===== src/rtl/fpu_types_pkg.sv =====
// Shared types for the half-precision FPU sequencer: instruction fields,
// datapath operations and sequencer state encoding.
package fpu_types_pkg;

  typedef enum logic [3:0] {
    FPU_HALF_ADD,
    FPU_HALF_SUB,
    FPU_HALF_MUL,
    FPU_HALF_DIV,
    FPU_HALF_SQRT,
    FPU_HALF_MADD,
    FPU_HALF_MSUB,
    FPU_HALF_NMADD,
    FPU_HALF_NMSUB,
    FPU_HALF_SGNJ,
    FPU_HALF_MIN,
    FPU_HALF_MAX,
    FPU_HALF_CMP,
    FPU_HALF_CLASS
  } fpu_operation_t;

  typedef enum logic [6:0] {
    OPC_OPFP   = 7'b1010011,
    OPC_FMADD  = 7'b1000011,
    OPC_FMSUB  = 7'b1000111,
    OPC_FNMSUB = 7'b1001011,
    OPC_FNMADD = 7'b1001111
  } fpu_opcode_t;

  typedef enum logic [4:0] {
    FUNCT_ADD    = 5'h00,
    FUNCT_SUB    = 5'h01,
    FUNCT_MUL    = 5'h02,
    FUNCT_DIV    = 5'h03,
    FUNCT_SGNJ   = 5'h04,
    FUNCT_MINMAX = 5'h05,
    FUNCT_SQRT   = 5'h0B,
    FUNCT_COMP   = 5'h14,
    FUNCT_CLASS  = 5'h1C
  } fpu_funct_t;

  typedef enum logic [1:0] {
    FMT_SINGLE = 2'b00,
    FMT_DOUBLE = 2'b01,
    FMT_HALF   = 2'b10,
    FMT_QUAD   = 2'b11
  } fpu_fmt_t;

  typedef enum logic [2:0] {
    RM_RNE = 3'b000,
    RM_RTZ = 3'b001,
    RM_RDN = 3'b010,
    RM_RUP = 3'b011,
    RM_RMM = 3'b100,
    RM_DYN = 3'b111
  } fpu_rm_t;

  // Plain encoded constants keep the state register compatible with older tooling.
  typedef logic [1:0] fpu_seq_state_t;
  localparam fpu_seq_state_t SEQ_IDLE  = 2'd0;
  localparam fpu_seq_state_t SEQ_ISSUE = 2'd1;
  localparam fpu_seq_state_t SEQ_WAIT  = 2'd2;
  localparam fpu_seq_state_t SEQ_RESP  = 2'd3;

endpackage


===== src/rtl/fpu_half_decode.sv =====
// Combinational Zhinx decoder: maps an instruction word to a datapath
// operation, the rounding mode to hand the unit, and an illegal flag.
module fpu_half_decode
  import fpu_types_pkg::*;
(
  input  logic [31:0]    instr,
  input  logic [2:0]     frm,
  output fpu_operation_t op,
  output logic [2:0]     rm_eff,
  output logic           illegal
);

  fpu_opcode_t opcode;
  fpu_funct_t  funct5;
  fpu_fmt_t    fmt;
  logic [2:0]  rm;
  logic [4:0]  rs2;
  logic        rounding;
  logic        unused_fields;

  assign opcode        = fpu_opcode_t'(instr[6:0]);
  assign rm            = instr[14:12];
  assign rs2           = instr[24:20];
  assign fmt           = fpu_fmt_t'(instr[26:25]);
  assign funct5        = fpu_funct_t'(instr[31:27]);
  assign unused_fields = ^{instr[11:7], instr[19:15]};

  // NOTE: every output gets a default first so no path can infer a latch.
  always_comb begin
    op       = FPU_HALF_ADD;
    rounding = 1'b0;
    illegal  = 1'b0;
    case (opcode)
      OPC_OPFP: begin
        case (funct5)
          FUNCT_ADD:  begin op = FPU_HALF_ADD; rounding = 1'b1; end
          FUNCT_SUB:  begin op = FPU_HALF_SUB; rounding = 1'b1; end
          FUNCT_MUL:  begin op = FPU_HALF_MUL; rounding = 1'b1; end
          FUNCT_DIV:  begin op = FPU_HALF_DIV; rounding = 1'b1; end
          FUNCT_SQRT: begin
            op       = FPU_HALF_SQRT;
            rounding = 1'b1;
            illegal  = (rs2 != 5'd0);
          end
          FUNCT_SGNJ: begin
            op      = FPU_HALF_SGNJ;
            illegal = (rm > RM_RDN);
          end
          FUNCT_MINMAX: begin
            if (rm == 3'b000)      op = FPU_HALF_MIN;
            else if (rm == 3'b001) op = FPU_HALF_MAX;
            else                   illegal = 1'b1;
          end
          FUNCT_COMP: begin
            op      = FPU_HALF_CMP;
            illegal = (rm > RM_RDN);
          end
          FUNCT_CLASS: begin
            op      = FPU_HALF_CLASS;
            illegal = (rm != 3'b001) || (rs2 != 5'd0);
          end
          default: illegal = 1'b1;
        endcase
      end
      OPC_FMADD:  begin op = FPU_HALF_MADD;  rounding = 1'b1; end
      OPC_FMSUB:  begin op = FPU_HALF_MSUB;  rounding = 1'b1; end
      OPC_FNMADD: begin op = FPU_HALF_NMADD; rounding = 1'b1; end
      OPC_FNMSUB: begin op = FPU_HALF_NMSUB; rounding = 1'b1; end
      default:    illegal = 1'b1;
    endcase

    // Non-rounding ops pass the raw rm through as a sub-select.
    rm_eff = rm;
    if (rounding) begin
      rm_eff = (rm == RM_DYN) ? frm : rm;
      if (rm_eff > RM_RMM) illegal = 1'b1;
    end

    if (fmt != FMT_HALF) illegal = 1'b1;
  end

endmodule


===== src/rtl/fpu_half_seq.sv =====
// Single-outstanding sequencer: accepts one Zhinx instruction, issues it to
// the FPU datapath, waits (bounded) for completion and holds the response.
module fpu_half_seq
  import fpu_types_pkg::*;
#(
  parameter int unsigned TIMEOUT = 32
) (
  input  logic           CLK,
  input  logic           nRST,
  input  logic           req_valid,
  output logic           req_ready,
  input  logic [31:0]    instr,
  input  logic [2:0]     frm,
  output logic           unit_start,
  output fpu_operation_t unit_op,
  output logic [2:0]     unit_rm,
  input  logic           unit_done,
  output logic           resp_valid,
  input  logic           resp_ready,
  output logic           resp_illegal,
  output logic           resp_timeout,
  output logic           busy
);

  localparam logic [7:0] CNT_LAST = 8'(TIMEOUT - 1);

  fpu_seq_state_t state;
  logic [7:0]     cnt;
  fpu_operation_t dec_op;
  logic [2:0]     dec_rm;
  logic           dec_illegal;

  fpu_half_decode u_decode (
    .instr   (instr),
    .frm     (frm),
    .op      (dec_op),
    .rm_eff  (dec_rm),
    .illegal (dec_illegal)
  );

  // Gated by nRST so the sequencer never advertises readiness while held in reset.
  assign req_ready  = nRST && (state == SEQ_IDLE);
  assign unit_start = (state == SEQ_ISSUE);
  assign resp_valid = (state == SEQ_RESP);
  assign busy       = (state != SEQ_IDLE);

  // NOTE: sequential state uses non-blocking assignments so every flop samples pre-edge values.
  always_ff @(posedge CLK or negedge nRST) begin
    if (!nRST) begin
      state        <= SEQ_IDLE;
      cnt          <= 8'd0;
      unit_op      <= FPU_HALF_ADD;
      unit_rm      <= 3'b000;
      resp_illegal <= 1'b0;
      resp_timeout <= 1'b0;
    end else begin
      case (state)
        SEQ_IDLE: begin
          cnt <= 8'd0;
          if (req_valid) begin
            unit_op      <= dec_op;
            unit_rm      <= dec_rm;
            resp_illegal <= dec_illegal;
            resp_timeout <= 1'b0;
            state        <= dec_illegal ? SEQ_RESP : SEQ_ISSUE;
          end
        end
        SEQ_ISSUE: begin
          // Counting starts at issue so the timeout lands TIMEOUT cycles after unit_start.
          cnt   <= cnt + 8'd1;
          state <= unit_done ? SEQ_RESP : SEQ_WAIT;
        end
        SEQ_WAIT: begin
          cnt <= cnt + 8'd1;
          if (unit_done) begin
            state <= SEQ_RESP;
          end else if (cnt == CNT_LAST) begin
            state        <= SEQ_RESP;
            resp_timeout <= 1'b1;
          end
        end
        SEQ_RESP: begin
          if (resp_ready) begin
            state        <= SEQ_IDLE;
            resp_illegal <= 1'b0;
            resp_timeout <= 1'b0;
          end
        end
        default: state <= SEQ_IDLE;
      endcase
    end
  end

endmodule


===== config.mk =====
export PLATFORM = sky130hd
export DESIGN_NAME = fpu_half_seq
export DESIGN_NICKNAME = d
export VERILOG_FILES = /design/src/rtl/fpu_types_pkg.sv /design/src/rtl/fpu_half_decode.sv /design/src/rtl/fpu_half_seq.sv
export SDC_FILE = /design/constraint.sdc
export NUM_CORES = 1
export LEC_CHECK = 0
export CORE_UTILIZATION = 48
export DETAILED_ROUTE_END_ITERATION = 8
export PLACE_DENSITY = 0.86
export REMOVE_ABC_BUFFERS = 1
export SETUP_SLACK_MARGIN = 0.5
export SLEW_MARGIN = 15
export SYNTH_ARGS = -nofsm -noshare
export SYNTH_HDL_FRONTEND = slang
export SYNTH_HIERARCHICAL = 1
export SYNTH_SLANG_ARGS = --single-unit

===== constraint.sdc =====
create_clock -name CLK -period 2.6 [get_ports CLK]
set_input_delay 0.39 -clock CLK [delete_from_list [all_inputs] [get_ports CLK]]
set_output_delay 0.39 -clock CLK [all_outputs]
set_load 0.05 [all_outputs]

; After elaboration in Yosys (flattened, before gate mapping)
; Index checks and enable logic that the tools add are counted.
[totals]
in_bits = 40
out_inout_bits = 13
register_bits = 19
[classes]
n_lt_le_gt_ge = 2
n_reduce_logical = 19
eq_ne = 26
n_mux = 30
n_addsub = 1
[op_table]
columns = op, n
row1 = equality test 7 bit (second input constant), 5
row2 = case mux 4 bit (8 select lines), 1
row3 = case mux 4 bit (5 select lines), 1
row4 = case mux 8 bit (2 select lines), 1
row5 = two-way mux 1 bit, 12
row6 = equality test 5 x 2 -> 1 bit (second input constant), 2
row7 = equality test 5 x 3 -> 1 bit (second input constant), 2
row8 = equality test 5 bit (second input constant), 2
row9 = two-way mux 2 bit, 5
row10 = adder 8 x 1 -> 8 bit (second input constant), 1
row11 = equality test 8 x 5 -> 1 bit (second input constant), 1
row12 = two-way mux 4 bit, 2
row13 = != test 2 bit (second input constant), 4
row14 = case mux 2 bit (4 select lines), 1
row15 = OR reduction 4 bit, 2
row16 = two-way mux 3 bit, 2
row17 = case mux 1 bit (2 select lines), 3
row18 = AND reduction 3 bit, 2
row19 = nonzero test 2 bit, 3
row20 = equality test 5 x 1 -> 1 bit (second input constant), 1
row21 = equality test 5 x 4 -> 1 bit (second input constant), 1
row22 = logical NOT 5 bit, 1
row23 = case mux 1 bit (5 select lines), 1
row24 = AND reduction 5 bit, 1
row25 = 19 further kinds, 21

; Logic depth before layout (Yosys ltp)
[logic_depth]
word_depth = 11
depth_mapped = 8

; By module
; The synthesis kept the hierarchy.
[modules_own_cells]
columns = module, cells_per_inst, seq_area_each_um2, n_inst, area_per_inst_um2
row1 = fpu_half_seq, 93, 475.5, 1, 1004.7
row2 = fpu_half_decode, 64, 0.0, 1, 414.1

; Worst setup path before layout
; No wires, ideal clock.
[synth_path]
path_type = flip-flop to flip-flop
from = register state[0]
to = register state[0]
period_less_slack_ns = 1.713
path_stages_with_launch = 7
path_slack_ns = 0.887
t_arrival_ns = 1.575
n_path_buf = 0
path_cell_list = dfrtp_1 > inv_1 > ha_1 > inv_2 > o22ai_2 > a2111oi_2 > a22oi_2
[synth_between]
elab_chain_len = 3
elab_cells_between_ends = 9
[synth_rtl]
columns = item, line_no
row1 = "start, declared", fpu_half_seq.sv:27  ; fpu_seq_state_t state;
row2 = "start signal, assigned", fpu_half_seq.sv:65  ; state <= dec_illegal ? SEQ_RESP : SEQ_ISSUE;
row3 = "start signal, assigned", fpu_half_seq.sv:71  ; state <= unit_done ? SEQ_RESP : SEQ_WAIT;
row4 = equality test 2 bit / logical NOT 2 bit (equally long branches), fpu_half_seq.sv:57  ; case (state)
row5 = "!= test 3 bit (no source line), or another cell as far along", n/a
row6 = AND reduction 3 bit (no source line), n/a
; Several ways; a longest one is shown, not always the timed one.
; A chain may end at the register's enable or synchronous reset.

; Worst setup path in the final report
[layout_path]
from = input port instr[28]
to = register resp_illegal
[layout_between]
elab_chain_len = 9
elab_cells_between_ends = 21
[layout_rtl]
columns = item, line_no
row1 = "start, declared", fpu_half_seq.sv:12  ; input logic [31:0] instr,
row2 = "equality test 5 x 1 -> 1 bit, or another cell as far along", fpu_half_decode.sv:35  ; case (funct5)
row3 = OR reduction 4 bit (no source line) / OR reduction 2 bit (equally long branches), n/a
row4 = case mux 1 bit (5 select lines), fpu_half_decode.sv:35
row5 = case mux 1 bit (2 select lines), fpu_half_decode.sv:33  ; case (opcode)
row6 = two-way mux 1 bit, fpu_half_decode.sv:76  ; if (rm_eff > RM_RMM) illegal = 1'b1;
row7 = two-way mux 1 bit *, fpu_half_decode.sv:74  ; if (rounding) begin
row8 = two-way mux 1 bit *, fpu_half_decode.sv:79  ; if (fmt != FMT_HALF) illegal = 1'b1;
row9 = net dec_illegal, fpu_half_seq.sv:31  ; logic dec_illegal;
row10 = two-way mux 1 bit *, fpu_half_seq.sv:60  ; if (req_valid) begin
row11 = case mux 1 bit (2 select lines) *, fpu_half_seq.sv:57
row12 = "end signal, assigned", fpu_half_seq.sv:63  ; resp_illegal <= dec_illegal;
row13 = "end, declared", fpu_half_seq.sv:20  ; output logic resp_illegal,
; The timed path passes the listed nets; every way through them passes the cells marked *. The select of a mux whose other input is x is not followed.

==> flow_summary.yaml <==
hold_path:
  hp-class: "in2async"
setup_path:
  cp_max_fo: 7
  start_kind: "input pin"
  cp_cell_sequence: "clkdlybuf4s50_1 > and4bb_2 > nand2_1 > a31oi_1 > o31ai_1 > nand2_1 > inv_1 > o41ai_1"
  r2r_cells: 6
  cpPeakStageDelay_ps: 510
  cp_slowest_cell: "clkdlybuf4s50_1"
  critPathArrivalTime_ps: 2250
  path_class: "in2reg"
  cp-startpoint: "instr[28]"
  r2r-end: "state[0]"
  critical-path-top-delay-family: "simple AND/OR/NAND/NOR gates"
  r2r_slack_ps: 870
  crit_required_ps: 2800
  path_common_cell: "nand2_1"
  r2r-start: "state[0]"
  crit_buf_inv: 2
  endpoint_kind: "register"
global_route:
  met3_usage_pct: 3.23
  top_usage_layer: "met2"
  grt_first_pass_wirelength_um: 6110
  gr-total-overflow: 0
  grt_pass1_vias: 1384
  antenna_found_initial: 0
  use_met1_pct: 27.1
  use_met2_pct: 45.9
  grt_max_degree: 20
  grt_use_total_pct: 24.3
run:
  cap_violations: 0
route:
  drc_errors: 0
  finalWirelength_um: 3630
  drtPass1Iterations: 4
  drt_iter0_drc: 118
  routed_via_density: 5.99
  vias: 1383
  post_drt_wl_per_cell_um: 15.7
  ant_nets: 0
clocking:
  cts_sinks: 19
  clockRootBuffer: "clkbuf_4"
  clock_latency_ps: 300
  cts_max_path_buffers: 2
  cts_tree: "yes"
  clkTransAtPathRegs_ps: 110
  postCtsSetupBuffers: 0
  cts_made_buffers: 3
  htreeDepth: 1
yosys:
  yosysUniqueCellTypes: 51
  synth-edff-count: 0
  async_flop_share_pct: 100
  synth_top_flop_cell: "dfrtp_1"
  ys_seq_area_share_pct: 33.5
  yosys_warnings: 6
  synthCells: 157
  netlist_area_um2: 1420
  syn_area_per_cell_um2: 9.04
  synth-seq-cells: 19
outcome:
  status: "finished clean"
floorplan:
  die_y_um: 56.4
  pin_count: 53
  dieArea_um2: 3180
  die_x_um: 56.4
  coreArea_um2: 2780
  start_util_pct: 51.0
  rows: 19
power:
  power.switching_mw: 0.742
  power_density_nw_per_um2: 805
  p_sw_share_pct: 48.4
  p_leak_nw: 0.812
  internal-power_mw: 0.793
  seq_power_share_pct: 27.9
  power.total_mw: 1.54
  clkPwrFrac_pct: 9.8
  ir_worst_vdd_uv: 985
  combPwrFrac_pct: 62.3
layout:
  syn2layout_area_growth_pct: 34.5
  drive_above_1_share_pct: 15.0
  num_antenna_cells: 0
  final_cell_mix: "clkdlybuf4s50_1 (38), dfrtp_1 (19), nand2_1 (16), o21ai_0 (10), nor2_1 (8)"
  final_nets: 248
  final_common_cell: "clkdlybuf4s50_1"
sta:
  fmax_ghz: 0.490
  hold_viol_final: 0
  setup_viol: 0
  drv_slew: 0
  skew_ps: 2.37
  relSlewSlack_pct: 65.9
  min_period_over_period_pct: 78.6
  rsz0062_at_grt: "no"
  worst_pin_slew_ps: 510
  period_minus_slack_ps: 2040
  setup-tns-final_ps: 0
  whs_ps: 465
placement:
  finalWeightedCongestion: 0.885
  dp_hpwl_um: 2850
  port_buffers: 42
==> cell type report <==
| type | instances | area (um2) |
|---|---|---|
| Multi-Input combinational cell | 125 | 893 |
| Fill cell | 226 | 873 |
| Sequential cell | 19 | 475 |
| Timing Repair Buffer | 45 | 447 |
| Tap cell | 31 | 38.8 |
| Inverter | 7 | 26.3 |
| Clock buffer | 3 | 22.5 |
| Clock inverter | 1 | 5.00 |
==> stage by stage <==
step / worst slack, ps / instances / util [%] / cell area, um2
after floorplan: 887 / 151 / - / 1390
after detailed placement: 255 / 227 / 67.7 / 1880
final: 558 / 231 / 68.6 / 1910
after global placement: 324 / 227 / 67.7 / 1880
after global routing: 517 / 231 / 68.6 / 1910
after CTS: 472 / 231 / 68.5 / 1910
==> cells by family (layout without fill, tap and decap cells) <==
logic type	count (synthesis)	after routing	synth area share [%]
simple gates	60	60	23.7
buf+inv	13	56	3.88
xor+xnor	3	3	1.85
flops	19	19	33.5
fa+ha+maj	7	7	6.17
compound gates	46	46	23.9
mux	9	9	6.97
==> sequential cells by signal (all words and copies together), names as in the netlist <==
register	count
state	2
resp_illegal	1
unit_op	4
resp_timeout	1
cnt	8
unit_rm	3
==> how the worst max path moves through the flow <==
stage / endpoint / slack, ps / depth (start not counted)
finish: resp_illegal / 560 / 8
global route: unit_start / 520 / 3
CTS: busy / 470 / 4
detailed placement: state[1] / 260 / 8
global placement: state[1] / 320 / 8
floorplan: state[0] / 890 / 6
==> synth_stat cells, drive strengths merged, types with 5 or more instances <==
cell type  number  share of area, %
nand2          16               4.2
nor2            9               2.6
ha              7               6.2
mux2            7               5.6
inv             7               1.9
nand3           6               2.5
o21ai          11               4.1
a21oi           5               1.8
dfrtp          19                34
o22ai           5               2.6
nor3            7               2.5
nor2b           5               2.2
==> timing repair <==
| action | in CTS | in global routing |
|---|---|---|
| endpoints found under the hold margin | 0 | 0 |
| hold buffers | 0 | 0 |
| gates resized for setup | 3 | 4 |
| setup endpoints to repair | 3 | 3 |
| pin swaps | 0 | 2 |
==> layer usage <==
| metal | wire (um) | up-vias |
|---|---|---|
| met5 | 0 | - |
| met4 | 66 | 0 |
| met3 | 155 | 9 |
| met2 | 1950 | 40 |
| met1 | 1460 | 668 |
| li1 | - | 666 |
==> power by group through the flow <==
stage	registers, mW	logic, mW	clock network (mW)
2_1_floorplan	0.551	0.540	0
3_3_place_gp	0.427	0.927	0
3_5_place_dp	0.434	0.967	0
4_1_cts	0.428	0.960	0.158
5_1_grt	0.438	1.03	0.170
6_report	0.428	0.956	0.150
No activity file was read; power rests on OpenSTA's default activity.
==> RTL change 1, RTL diff (config.mk and constraints unchanged) <==
The parameter `TIMEOUT` goes from 32 to 31.
--- a/src/rtl/fpu_half_seq.sv
+++ b/src/rtl/fpu_half_seq.sv
@@ -3,7 +3,7 @@
 module fpu_half_seq
   import fpu_types_pkg::*;
 #(
-  parameter int unsigned TIMEOUT = 32
+  parameter int unsigned TIMEOUT = 31
 ) (
   input  logic           CLK,
   input  logic           nRST,
Behaviour: no difference found for any inputs over 10 cycles, from zero or initial values and one cycle with nRST low; that may be too few to reach the edited logic, so the function may still have changed.
==> RTL change 1 against the original RTL <==
  * Total power decreased by 3.8%
  * Worst setup slack improved by 23 ps
  * Sequential power increased by 1%
  * Non-clock buffer count unchanged
  * Design area decreased by 0.26%
  * Cell count increased by 0.43%
  * Clock power about the same
  * Synthesized area decreased by 0.53%
  * Critical path depth unchanged
  * Sequential cell count unchanged
  * Routed wire length decreased by 1.7%
  * First-iteration DRC count decreased by 35%
  * Critical path type unchanged
  * Critical endpoint is now state[1]
==> RTL change 1: results (changes against the original RTL) <==
Hpwl dp = 2826 µm (was 2850 µm)
DR vias/cell = 6.030 (was 5.987)
Placed cell areas = 1879 µm² (was 1882 µm²)
Status = finished, final reports clean (unchanged)
Worst vdd ir = 0.0007124 V (was 0.0009852 V)
Initial antenna violation count = 0 (unchanged)
DP Cell Count = 228 (was 227)
Synth Area in XOR/XNOR = 1.862% (was 1.852%)
Mux contribution to synthesized area = 7.004% (was 6.966%)
Seq/Total Area, Yosys = 33.69% (was 33.51%)
Hold_ws = 508.0 ps (was 464.7 ps)
Dpl ws = 261.5 ps (was 255.3 ps)
DR iter-0 viols = 77 (was 118)
Library cells used by synthesis = 48 (was 51)
Sw power = 0.7068 mW (was 0.7423 mW)
Synth async-reset ratio = 100.0% (unchanged)
Worst Path Max Fanout = 2 (was 7)
Tot GR Track Use = 23.89% (was 24.32%)
Vias in the first global route = 1415 (was 1384)
Clock skew = 1.220 ps (was 2.367 ps)
Layout cells sized above 1 = 12.94% (was 15.00%)
GP Congestion = 0.9282 (was 0.8851)
Top cells by count, synth = dfrtp_1 (19), nand2_1 (14), o21ai_0 (11) (was dfrtp_1 (19), nand2_1 (16), o21ai_0 (10))
NumNets Final = 250 (was 248)
Compound-cell area share of the yosys netlist = 23.32% (was 23.90%)
R2r setup slk = 710 ps (was 870 ps)
Largest registers = cnt x8, unit_op x4, unit_rm x3 (unchanged)
Area share of fa/ha/maj cells after synthesis = 7.092% (was 6.173%)
Area of the multi-input gates = 883.3 µm² (was 893.4 µm²)
CP max stage delay = 530 ps (was 510 ps)
DRT Wirelength = 3567 µm (was 3630 µm)
CTS Buf Count = 3 (unchanged)
P_leak = 0.8164 nW (was 0.8121 nW)
Fillcell total = 237 (was 226)
Area contributors post-synth = dfrtp_1 (34%), ha_1 (7.1%), mux2_2 (5.6%) (was dfrtp_1 (34%), ha_1 (6.2%), mux2_2 (5.6%))
Clock transition at path regs = 100 ps
CP max stage cell = or4_4 (was clkdlybuf4s50_1)
Relative max-transition margin = 66.60% (was 65.86%)
First-pass GRT wire length = 5961 µm (was 6113 µm)
Vias = 1399 (was 1383)
Syn avg cell area = 8.990 µm² (was 9.037 µm²)
CP startpoint = instr[20] (was instr[28])
==> RTL change 1: power groups by stage <==
stage	Combinational [mW]	Clock, mW	Sequential [mW]
CTS	0.897	0.149	0.433
finish	0.895	0.150	0.433
global placement	0.881	0	0.433
detailed placement	0.914	0	0.439
global route	0.956	0.164	0.443
floorplan	0.495	0	0.555
==> RTL change 1: layout make-up <==
class / instances / share of cell area [%]
Multi-Input combinational cell: 124 / 46.42
Sequential cell: 19 / 24.98
Tap cell: 31 / 2.038
Clock buffer: 4 / 1.381
Timing Repair Buffer: 45 / 23.41
Inverter: 9 / 1.775
==> RTL change 1: layer usage <==
metal	part of all wire (%)	track usage (%)
met5	0	0
met4	3.0	10.10
met3	5.6	4.186
met2	52	44.22
met1	39	26.60
==> RTL change 1: worst max path at each step <==
stage,to,slack (ps),depth (start not counted)
floorplan,state[0],590,6
global placement,state[1],320,8
detailed placement,state[1],260,8
CTS,busy,490,4
global route,resp_illegal,490,8
finish,state[1],580,8
==> RTL change 2, RTL diff (same flow settings) <==
Made on the original files. Register the output `resp_timeout` once more, with the module's reset; this adds one clock of latency there. The other outputs are not delayed to match.
--- a/src/rtl/fpu_half_seq.sv
+++ b/src/rtl/fpu_half_seq.sv
@@ -23,6 +23,8 @@
 );
 
   localparam logic [7:0] CNT_LAST = 8'(TIMEOUT - 1);
+
+  logic resp_timeout_s0;
 
   fpu_seq_state_t state;
   logic [7:0]     cnt;
@@ -52,7 +54,7 @@
       unit_op      <= FPU_HALF_ADD;
       unit_rm      <= 3'b000;
       resp_illegal <= 1'b0;
-      resp_timeout <= 1'b0;
+      resp_timeout_s0 <= 1'b0;
     end else begin
       case (state)
         SEQ_IDLE: begin
@@ -61,7 +63,7 @@
             unit_op      <= dec_op;
             unit_rm      <= dec_rm;
             resp_illegal <= dec_illegal;
-            resp_timeout <= 1'b0;
+            resp_timeout_s0 <= 1'b0;
             state        <= dec_illegal ? SEQ_RESP : SEQ_ISSUE;
           end
         end
@@ -76,14 +78,14 @@
             state <= SEQ_RESP;
           end else if (cnt == CNT_LAST) begin
             state        <= SEQ_RESP;
-            resp_timeout <= 1'b1;
+            resp_timeout_s0 <= 1'b1;
           end
         end
         SEQ_RESP: begin
           if (resp_ready) begin
             state        <= SEQ_IDLE;
             resp_illegal <= 1'b0;
-            resp_timeout <= 1'b0;
+            resp_timeout_s0 <= 1'b0;
           end
         end
         default: state <= SEQ_IDLE;
@@ -91,5 +93,13 @@
     end
   end
 
+  always_ff @(posedge CLK or negedge nRST) begin
+    if (!nRST) begin
+      resp_timeout <= '0;
+    end else begin
+      resp_timeout <= resp_timeout_s0;
+    end
+  end
+
 endmodule
 
Check against the original RTL: no difference found for any inputs over 10 cycles, from zero or initial values and one cycle with nRST low; that may be too few to reach the edited logic, so the function may still have changed.
==> RTL change 2 against the original RTL <==
  * Worst setup slack improved by 38 ps
  * Synthesized area rose by 1.8%
  * Design area increased by 1.6%
  * Count of clock-buffer cells in the layout increased by 1
  * Total power increased by 2.7%
  * Clock skew rose by 4.0 ps
  * Sequential cell count rose by 1
  * Routed wire length shrank 0.33%
  * Die area grew 1.7%
  * Synthesized cell count is 0.64% higher
  * The run now ends with DRC left
  * Global-route usage fell by 0.30 points
==> RTL change 2: results (changes against the original RTL) <==
Sw power = 0.7443 mW (was 0.7423 mW)
CP max stage cell = or4_4 (was clkdlybuf4s50_1)
Crit path DAT = 2210 ps (was 2250 ps)
Hold_ws = 413.7 ps (was 464.7 ps)
Tot GR Track Use = 24.01% (was 24.32%)
Seq/Total Area, Yosys = 34.66% (was 33.51%)
Dpl ws = 271.9 ps (was 255.3 ps)
Failing checks = DRC
Drt drc = 4 (was 0)
First-pass GRT wire length = 6078 µm (was 6113 µm)
Most common flop cell mapped by yosys = dfrtp_1 (unchanged)
Largest net degree at the start of global routing = 21 (was 20)
CTS H-tree depth = 1 (unchanged)
DP Cell Count = 228 (was 227)
Hold Path Sink = resp_timeout
DR iter-0 viols = 57 (was 118)
Library cells used by synthesis = 51 (unchanged)
Vias = 1405 (was 1383)
DR vias/cell = 6.056 (was 5.987)
Clock transition at path regs = 110 ps (about the same)
Initial antenna violation count = 0 (unchanged)
CP max stage delay = 540 ps (was 510 ps)
CP delay by family, top = simple AND/OR/NAND/NOR gates (unchanged)
Clk root buf = clkbuf_4 (unchanged)
Worst vdd ir = 0.0007912 V (was 0.0009852 V)
WL/cell = 15.59 µm (was 15.71 µm)
N_diodes = 0 (unchanged)
Hold Startpoint = resp_timeout_s0
Placed cell areas = 1907 µm² (was 1882 µm²)
Clock Latency Late Sink = 320 ps (was 300 ps)
WHS Path Cells = 0
NumNets Final = 249 (was 248)
GP Congestion = 0.8673 (was 0.8851)
R2r setup slk = 910 ps (was 870 ps)
Relative max-transition margin = 65.27% (was 65.86%)
Syn avg cell area = 9.139 µm² (was 9.037 µm²)
Clock skew = 6.362 ps (was 2.367 ps)
Min-delay worst type = flop to flop (was input port to async pin)
Status = complete, but fails checks (was finished, final reports clean)
Hpwl dp = 2837 µm (was 2850 µm)
Layout cells sized above 1 = 15.42% (was 15.00%)
P_leak = 0.8384 nW (was 0.8121 nW)
Worst Path Max Fanout = 2 (was 7)
DRT Pass-1 Iters = 6 (was 4)
Largest registers = cnt x8, unit_op x4, unit_rm x3 (unchanged)
Top cells by count, synth = dfrtp_1 (20), nand2_1 (16), o21ai_0 (10) (was dfrtp_1 (19), nand2_1 (16), o21ai_0 (10))
Area contributors post-synth = dfrtp_1 (35%), ha_1 (6.1%), mux2_2 (5.5%) (was dfrtp_1 (34%), ha_1 (6.2%), mux2_2 (5.6%))
Warning count from the yosys run = 6 (unchanged)
RTL change 2: logic make-up (layout without fill, tap and decap cells):
logic type      Yosys count  after routing  share of synthesized area, %
compound gates           46             46                         23.48
flops                    20             20                         34.66
simple gates             60             60                         23.31
mux                       9              9                         6.846
buf+inv                  13             56                         3.813
xor+xnor                  3              3                         1.820
fa+ha+maj                 7              7                         6.066
RTL change 2: worst reg2reg max path: cells and delay by family (launching register included):
family                     cells  cell delay (ps)
DFF                            1              420
buffers and inverters          2              220
adders and majority gates      1              260
AOI/OAI and AO/OA              3              670
RTL change 2: cell type report:
cell class | instances | area (µm²)
tap | 31 | 38.79
timing repair buffer | 45 | 444.2
multi-input combinational | 125 | 893.4
sequential | 20 | 500.5
inverter | 7 | 26.28
fill | 233 | 865.8
clock buffer | 4 | 36.28
RTL change 2: power by group through the flow:
stage          clock [mW]  sequential [mW]  combinational (mW)
6_report            0.187            0.442               0.948
5_1_grt             0.198            0.453                1.03
4_1_cts             0.188            0.443               0.954
3_5_place_dp            0            0.449               0.971
3_3_place_gp            0            0.443               0.928
2_1_floorplan           0            0.567               0.540
RTL change 2: worst max-delay path by stage:
stage                           to      start  slack, ps  depth (start not counted)
after floorplan           state[0]   state[0]        890                          6
after global placement    state[1]  instr[20]        370                          8
after detailed placement  state[1]  instr[20]        270                          8
after CTS                     busy   state[0]        470                          4
after global routing      state[1]  instr[20]        530                          8
final                     state[1]  instr[20]        600                          8
RTL change 2: routing by layer:
metal | wire (µm) | GRT usage, % | up-vias
li1 | - | - | 668
met1 | 1455 | 29.09 | 680
met2 | 1904 | 43.37 | 50
met3 | 192 | 1.843 | 7
met4 | 66 | 10.45 | 0
met5 | 0 | 0 | -
